===== config.mk =====
export PLATFORM = sky130hd
export DESIGN_NAME = ir_queue_flat
export DESIGN_NICKNAME = d
export VERILOG_FILES = /design/src/rtl/ir_queue_if.sv /design/src/rtl/ir_queue.sv /design/src/flat_wrapper.sv
export SDC_FILE = /design/constraint.sdc
export NUM_CORES = 1
export LEC_CHECK = 0
export CAP_MARGIN = 10
export CORE_MARGIN = 1.5
export CORE_UTILIZATION = 55
export CTS_CLUSTER_SIZE = 40
export DETAILED_ROUTE_END_ITERATION = 6
export GPL_TIMING_DRIVEN = 0
export HOLD_SLACK_MARGIN = 0.06
export PLACE_DENSITY = 0.8
export SYNTH_ARGS = -nofsm -noshare
export SYNTH_HDL_FRONTEND = slang
export SYNTH_SLANG_ARGS = --single-unit

===== constraint.sdc =====
create_clock -name clk -period 3.6 [get_ports clk]
set_input_delay 0.72 -clock clk [delete_from_list [all_inputs] [get_ports clk]]
set_output_delay 0.72 -clock clk [all_outputs]
set_load 0.005 [all_outputs]

===== src/rtl/ir_queue_if.sv =====
// Handshake bundle between instruction memory, the instruction queue and decode.
// slave modport: the queue itself (accepts from IM, presents to decode).
// master modport: the surrounding fetch/decode logic (or a testbench) driving the queue.
interface ir_queue_if #(
   parameter int DATA_W = 32,
   parameter int PC_W   = 32
);
   // IM -> queue
   logic              in_valid;
   logic              in_ready;
   logic [DATA_W-1:0] in_instr;
   logic [PC_W-1:0]   in_pc;

   // queue -> decode
   logic              out_valid;
   logic              out_ready;
   logic [DATA_W-1:0] out_instr;
   logic [PC_W-1:0]   out_pc;

   modport slave (
      input  in_valid, in_instr, in_pc, out_ready,
      output in_ready, out_valid, out_instr, out_pc
   );

   modport master (
      output in_valid, in_instr, in_pc, out_ready,
      input  in_ready, out_valid, out_instr, out_pc
   );
endinterface


===== src/rtl/ir_queue.sv =====
// Instruction queue: DEPTH-entry FWFT buffer of {instr, pc} between IM and decode, with flush.
// Latency: entry pushed at edge N is on the outputs after edge N; zero with IR_QUEUE_BYPASS_EN on an empty queue.
// Backpressure: in_ready = not full (independent of out_ready); out_* held stable until out_ready, flush or reset.
module ir_queue #(
   parameter int DATA_W = 32,
   parameter int PC_W   = 32,
   parameter int DEPTH  = 4,
   parameter int CNT_W  = $clog2(DEPTH) + 1
) (
   input  logic             clk,
   input  logic             rst,
   input  logic             flush,
   ir_queue_if.slave        bus,
   output logic [CNT_W-1:0] count
);

   localparam int               PTR_W    = $clog2(DEPTH);
   localparam logic [CNT_W-1:0] FULL_CNT = CNT_W'(DEPTH);
   localparam logic [PTR_W-1:0] PTR_ONE  = PTR_W'(1);
   localparam logic [CNT_W-1:0] CNT_ONE  = CNT_W'(1);

   // Storage; contents are don't-care out of reset, validity is tracked by r_count.
   logic [DATA_W-1:0] r_mem_instr [DEPTH];
   logic [PC_W-1:0]   r_mem_pc    [DEPTH];

   // Pointers wrap naturally at DEPTH (power of two); full/empty come from r_count only.
   logic [PTR_W-1:0]  r_wr_ptr;
   logic [PTR_W-1:0]  r_rd_ptr;
   logic [CNT_W-1:0]  r_count;

   logic              w_in_ready;
   logic              w_stored;
   logic              w_out_valid;
   logic              w_push;
   logic              w_wr_en;
   logic              w_rd_adv;
   logic [DATA_W-1:0] w_out_instr;
   logic [PC_W-1:0]   w_out_pc;

   // Full blocks pushes even when decode pops in the same cycle, so in_ready never
   // sees out_ready combinationally.
   assign w_in_ready = (r_count != FULL_CNT);
   assign w_stored   = (r_count != '0);
   assign w_push     = bus.in_valid & w_in_ready;

`ifdef IR_QUEUE_BYPASS_EN
   logic w_byp;
   logic w_byp_take;

   // Empty queue with a live fetch: present the incoming word directly to decode.
   assign w_byp       = ~w_stored & bus.in_valid & ~flush;
   // Decode takes the forwarded word this cycle, so it never lands in storage.
   assign w_byp_take  = w_byp & bus.out_ready;
   assign w_out_valid = w_stored | w_byp;
   assign w_wr_en     = w_push & ~w_byp_take & ~flush;
`else
   assign w_out_valid = w_stored;
   assign w_wr_en     = w_push & ~flush;
`endif

   // Only stored entries advance the read pointer; a forwarded word never occupied a slot.
   assign w_rd_adv = w_stored & bus.out_ready & ~flush;

   // Head selection: stored head, forwarded input, or zero when nothing is valid.
   always_comb begin
      w_out_instr = '0;
      w_out_pc    = '0;
      if (w_stored) begin
         w_out_instr = r_mem_instr[r_rd_ptr];
         w_out_pc    = r_mem_pc[r_rd_ptr];
      end
`ifdef IR_QUEUE_BYPASS_EN
      else if (w_byp) begin
         w_out_instr = bus.in_instr;
         w_out_pc    = bus.in_pc;
      end
`endif
   end

   // Storage write at the tail; no reset needed since r_count qualifies every read.
   always_ff @(posedge clk) begin
      if (w_wr_en) begin
         r_mem_instr[r_wr_ptr] <= bus.in_instr;
         r_mem_pc[r_wr_ptr]    <= bus.in_pc;
      end
   end

   // Pointer and occupancy bookkeeping; flush wins over any push/pop in the same cycle.
   always_ff @(posedge clk or negedge rst) begin
      if (!rst) begin
         r_wr_ptr <= '0;
         r_rd_ptr <= '0;
         r_count  <= '0;
      end else if (flush) begin
         r_wr_ptr <= '0;
         r_rd_ptr <= '0;
         r_count  <= '0;
      end else begin
         if (w_wr_en) begin
            r_wr_ptr <= r_wr_ptr + PTR_ONE;
         end
         if (w_rd_adv) begin
            r_rd_ptr <= r_rd_ptr + PTR_ONE;
         end
         case ({w_wr_en, w_rd_adv})
            2'b10:   r_count <= r_count + CNT_ONE;
            2'b01:   r_count <= r_count - CNT_ONE;
            default: r_count <= r_count;
         endcase
      end
   end

   assign bus.in_ready  = w_in_ready;
   assign bus.out_valid = w_out_valid;
   assign bus.out_instr = w_out_instr;
   assign bus.out_pc    = w_out_pc;
   assign count         = r_count;

endmodule


===== src/flat_wrapper.sv =====
// flat-port wrapper written by rule: the top's interface ports become plain ports
module ir_queue_flat 
#(
   parameter int DATA_W = 32,
   parameter int PC_W   = 32,
   parameter int DEPTH  = 4,
   parameter int CNT_W  = $clog2(DEPTH) + 1
)
  (clk, rst, flush, count, bus_in_valid, bus_in_instr, bus_in_pc, bus_out_ready, bus_in_ready, bus_out_valid, bus_out_instr, bus_out_pc);
  ir_queue_if #(.DATA_W(DATA_W), .PC_W(PC_W)) bus_i ();
  input  logic clk;
  input  logic rst;
  input  logic flush;
  output logic [CNT_W-1:0] count;
  input wire logic [$bits(bus_i.in_valid)-1:0] bus_in_valid;
  input wire logic [$bits(bus_i.in_instr)-1:0] bus_in_instr;
  input wire logic [$bits(bus_i.in_pc)-1:0] bus_in_pc;
  input wire logic [$bits(bus_i.out_ready)-1:0] bus_out_ready;
  output wire logic [$bits(bus_i.in_ready)-1:0] bus_in_ready;
  output wire logic [$bits(bus_i.out_valid)-1:0] bus_out_valid;
  output wire logic [$bits(bus_i.out_instr)-1:0] bus_out_instr;
  output wire logic [$bits(bus_i.out_pc)-1:0] bus_out_pc;
  assign bus_i.in_valid = bus_in_valid;
  assign bus_i.in_instr = bus_in_instr;
  assign bus_i.in_pc = bus_in_pc;
  assign bus_i.out_ready = bus_out_ready;
  assign bus_in_ready = bus_i.in_ready;
  assign bus_out_valid = bus_i.out_valid;
  assign bus_out_instr = bus_i.out_instr;
  assign bus_out_pc = bus_i.out_pc;
  ir_queue #(.DATA_W(DATA_W), .PC_W(PC_W), .DEPTH(DEPTH), .CNT_W(CNT_W)) u_core (.clk(clk), .rst(rst), .flush(flush), .bus(bus_i), .count(count));
endmodule

==> impl_metrics.py <==
metrics = {
    "run_status": {
        "outcome": "finished with violations",
        "violations": "DRC",
    },
    "placement": {
        "port_buffers": 136,
        "gp_congestion": 0.735,
        "dp_hpwl_mm": 11.9,
        "placed_area_um2": 11900,
    },
    "global_route": {
        "antenna_found_initial": 0,
        "grt_usage_pct": 20.2,
        "grt_pass1_vias": 5475,
        "grt_max_degree": 37,
        "grt_pass1_wl_mm": 30.3,
        "grt.overflow.total": 0,
    },
    "pwr": {
        "total_power_w": 0.00696,
        "power_density_nw_per_um2": 547,
        "p_leak_nw": 4.09,
        "combPwrFrac_pct": 14.3,
        "p_int_w": 0.00548,
        "p_sw_share_pct": 21.2,
        "pwr-share-seq_pct": 50.3,
        "vdd_ir_drop_max_mv": 0.408,
        "p_switching_w": 0.00148,
        "clockPowerShare_pct": 35.4,
    },
    "synthesis": {
        "synth_edf_count": 256,
        "async_flop_share_pct": 2.66,
        "postSynthAreaPerCell_um2": 21.7,
        "synth_cell_type_count": 31,
        "yosysSeqAreaShare_pct": 77.0,
        "synthFlopType": "edfxtp_1",
        "synth_cells": 471,
        "synthTopCellsByCount": "edfxtp_1 (256), and2_1 (68), mux4_2 (64)",
        "ys_warn_count": 0,
        "synth.most_common_cell": "edfxtp_1",
        "yosysTopAreaCell": "edfxtp_1",
        "syn_nets": 545,
        "syn_area_um2": 10200,
        "synth_area_leaders": "edfxtp_1 (75%), mux4_2 (14%), and2_1 (4.2%)",
        "yosysTopAreaCellShare_pct": 75.3,
        "ys_ff_latch": 263,
    },
    "cells_and_area": {
        "postLayoutCellArea_um2": 12700,
        "final_util_pct": 70.4,
        "drive_gt1_share_pct": 18.0,
        "syn_to_final_growth_pct": 24.6,
        "num_antenna_cells": 0,
        "layout.nets": 713,
    },
    "clocking": {
        "ctsRootBufferMaster": "clkbuf_16",
        "path_clk_slew_ns": 0.06,
        "cts_tree": "yes",
        "post_cts_resized": 0,
        "postCtsSetupBuffers": 0,
        "clock_tree.buffer_depth": 3,
        "clkLatencyLatePin_ns": 0.51,
        "cts_made_buffers": 26,
        "holdBufCountCts": 0,
        "cts_num_sinks": 263,
        "h-tree-depth": 1,
    },
    "worst_setup_path": {
        "worstSetupEndpointType": "output port",
        "ff2ff_setup_slack_ns": 0.54,
        "path_buf_inv": 4,
        "crit_arrival_ns": 2.72,
        "cpPeakStageDelay_ns": 0.50,
        "path_max_fanout": 10,
        "required_ns": 2.88,
        "r2r_end": "u_core.count[2]",
        "rr_worst_depth": 8,
        "critPathTopFamily": "buffers and inverters",
        "path_cells": "buf_4 > or3_1 > buf_2 > buf_2 > and2_1 > clkdlybuf4s50_1",
        "start_kind": "register",
        "r2r-start": "u_core.count[0]",
        "critPathKind": "reg -> out",
        "crit_top_cell": "buf_2",
        "critPathSlowestCell": "or3_1",
    },
    "floorplanning": {
        "io_pins": 138,
        "dieArea_um2": 19400,
        "dieWidth_um": 139,
        "start_util_pct": 56.5,
        "fp.dieH_um": 139,
        "num_rows": 49,
        "coreArea_um2": 18100,
    },
    "drt": {
        "first_pass_iters": 7,
        "drc": 10,
        "num_vias": 5040,
        "drt-initial-drc-count": 313,
        "viasPerCell": 5.69,
        "routedWlPerCell_um": 21.3,
        "wirelength_mm": 18.9,
        "ant_nets": 0,
    },
    "timing": {
        "final_hold_viol_count": 0,
        "period_minus_slack_ns": 3.44,
        "maxSlewHeadroom_pct": 57.2,
        "rsz0062_at_grt": "false",
        "finalSetupViolCount": 0,
        "holdWs_ns": 0.475,
        "drv_slew": 0,
        "skew_ns": 0.00808,
        "period_share_pct": 95.5,
        "max_freq_mhz": 291,
        "worstMarginPinSlew_ns": 0.641,
    },
    "run": {
        "max_cap_violations": 0,
    },
    "min_path": {
        "min_path_type": "in -> async",
    },
}
==> worst reg2reg max path, stage by stage (launching register included) <==
cell and delay [ns]:
dfrtp_1 0.43, buf_4 0.19, or3_1 0.50, buf_2 0.25
nor3b_1 0.18, fa_1 0.46, or4b_1 0.56, a21o_1 0.22
a31oi_1 0.18
==> worst max-delay path by stage <==
stage / from / endpoint / cells after the start
detailed placement: bus_in_valid / u_core.count[2] / 9
global placement: bus_in_valid / u_core.r_mem_instr[0][24] / 4
floorplan: flush / u_core.r_mem_instr[0][0] / 3
finish: u_core.count[0] / bus_out_pc[7] / 6
CTS: u_core.count[0] / bus_out_instr[23] / 6
global route: u_core.count[0] / bus_out_instr[23] / 6
==> state kept, by name, indices dropped and copies added, names as in the netlist <==
register	flops
u_core.r_mem_instr	128
u_core.count	3
u_core.r_wr_ptr	2
u_core.r_mem_pc	128
u_core.r_rd_ptr	2
==> cell families (layout without fill, tap and decap cells) <==
| kind of cell | after synthesis | count (layout) | synth area share (%) |
|---|---|---|---|
| XOR/XNOR | 5 | 5 | 0.429 |
| adder cells (fa/ha/maj) | 5 | 5 | 0.686 |
| buffers and inverters | 28 | 214 | 1.53 |
| AND/OR/NAND/NOR | 95 | 95 | 5.58 |
| AO/OA/AOI/OAI | 11 | 11 | 0.662 |
| multiplexers | 64 | 64 | 14.1 |
| flip-flops | 263 | 263 | 77.0 |
==> power by group through the flow <==
stage          combinational, W  clock, W  sequential [W]
2_1_floorplan          0.000503         0         0.00356
3_3_place_gp           0.000980         0         0.00357
3_5_place_dp            0.00101         0         0.00357
4_1_cts                 0.00102   0.00252         0.00350
5_1_grt                 0.00108   0.00263         0.00351
6_report               0.000996   0.00246         0.00350
==> per-layer routing <==
| layer | vias up | GRT usage, % | wire length, um |
|---|---|---|---|
| li1 | 2239 | - | - |
| met3 | 39 | 4.78 | 1450 |
| met5 | - | 0 | 0 |
| met1 | 2568 | 27.4 | 7610 |
| met2 | 194 | 33.4 | 9400 |
| met4 | 0 | 5.32 | 423 |
==> area by class of cell <==
type                            instances  area, um^2
Buffer                                 25         145
Clock buffer                           34         702
Clock inverter                         12        75.1
Fill cell                            1103        5360
Inverter                                3        11.3
Multi-Input combinational cell        180        2200
Sequential cell                       263        7860
Tap cell                              229         287
Timing Repair Buffer                  140        1440
==> metrics by stage <==
step / setup WS (ns) / setup TNS [ns] / instances
2_1_floorplan: 0.516 / 0 / 471
3_3_place_gp: -1.24 / -312.91 / 836
3_5_place_dp: 0.317 / 0 / 840
4_1_cts: 0.141 / 0 / 886
5_1_grt: 0.0462 / 0 / 886
6_report: 0.162 / 0 / 886
==> placed cells by master (no fill, tap or decap), types with 7 or more instances in the layout <==
| cell | count |
|---|---|
| clkbuf_1 | 16 |
| clkinv_1 | 8 |
| and2_1 | 64 |
| clkbuf_16 | 27 |
| dfrtp_1 | 7 |
| clkdlybuf4s50_1 | 136 |
| nor2_1 | 7 |
| edfxtp_1 | 256 |
| mux4_2 | 64 |
| buf_2 | 8 |
(Power assumes the default switching activity.)
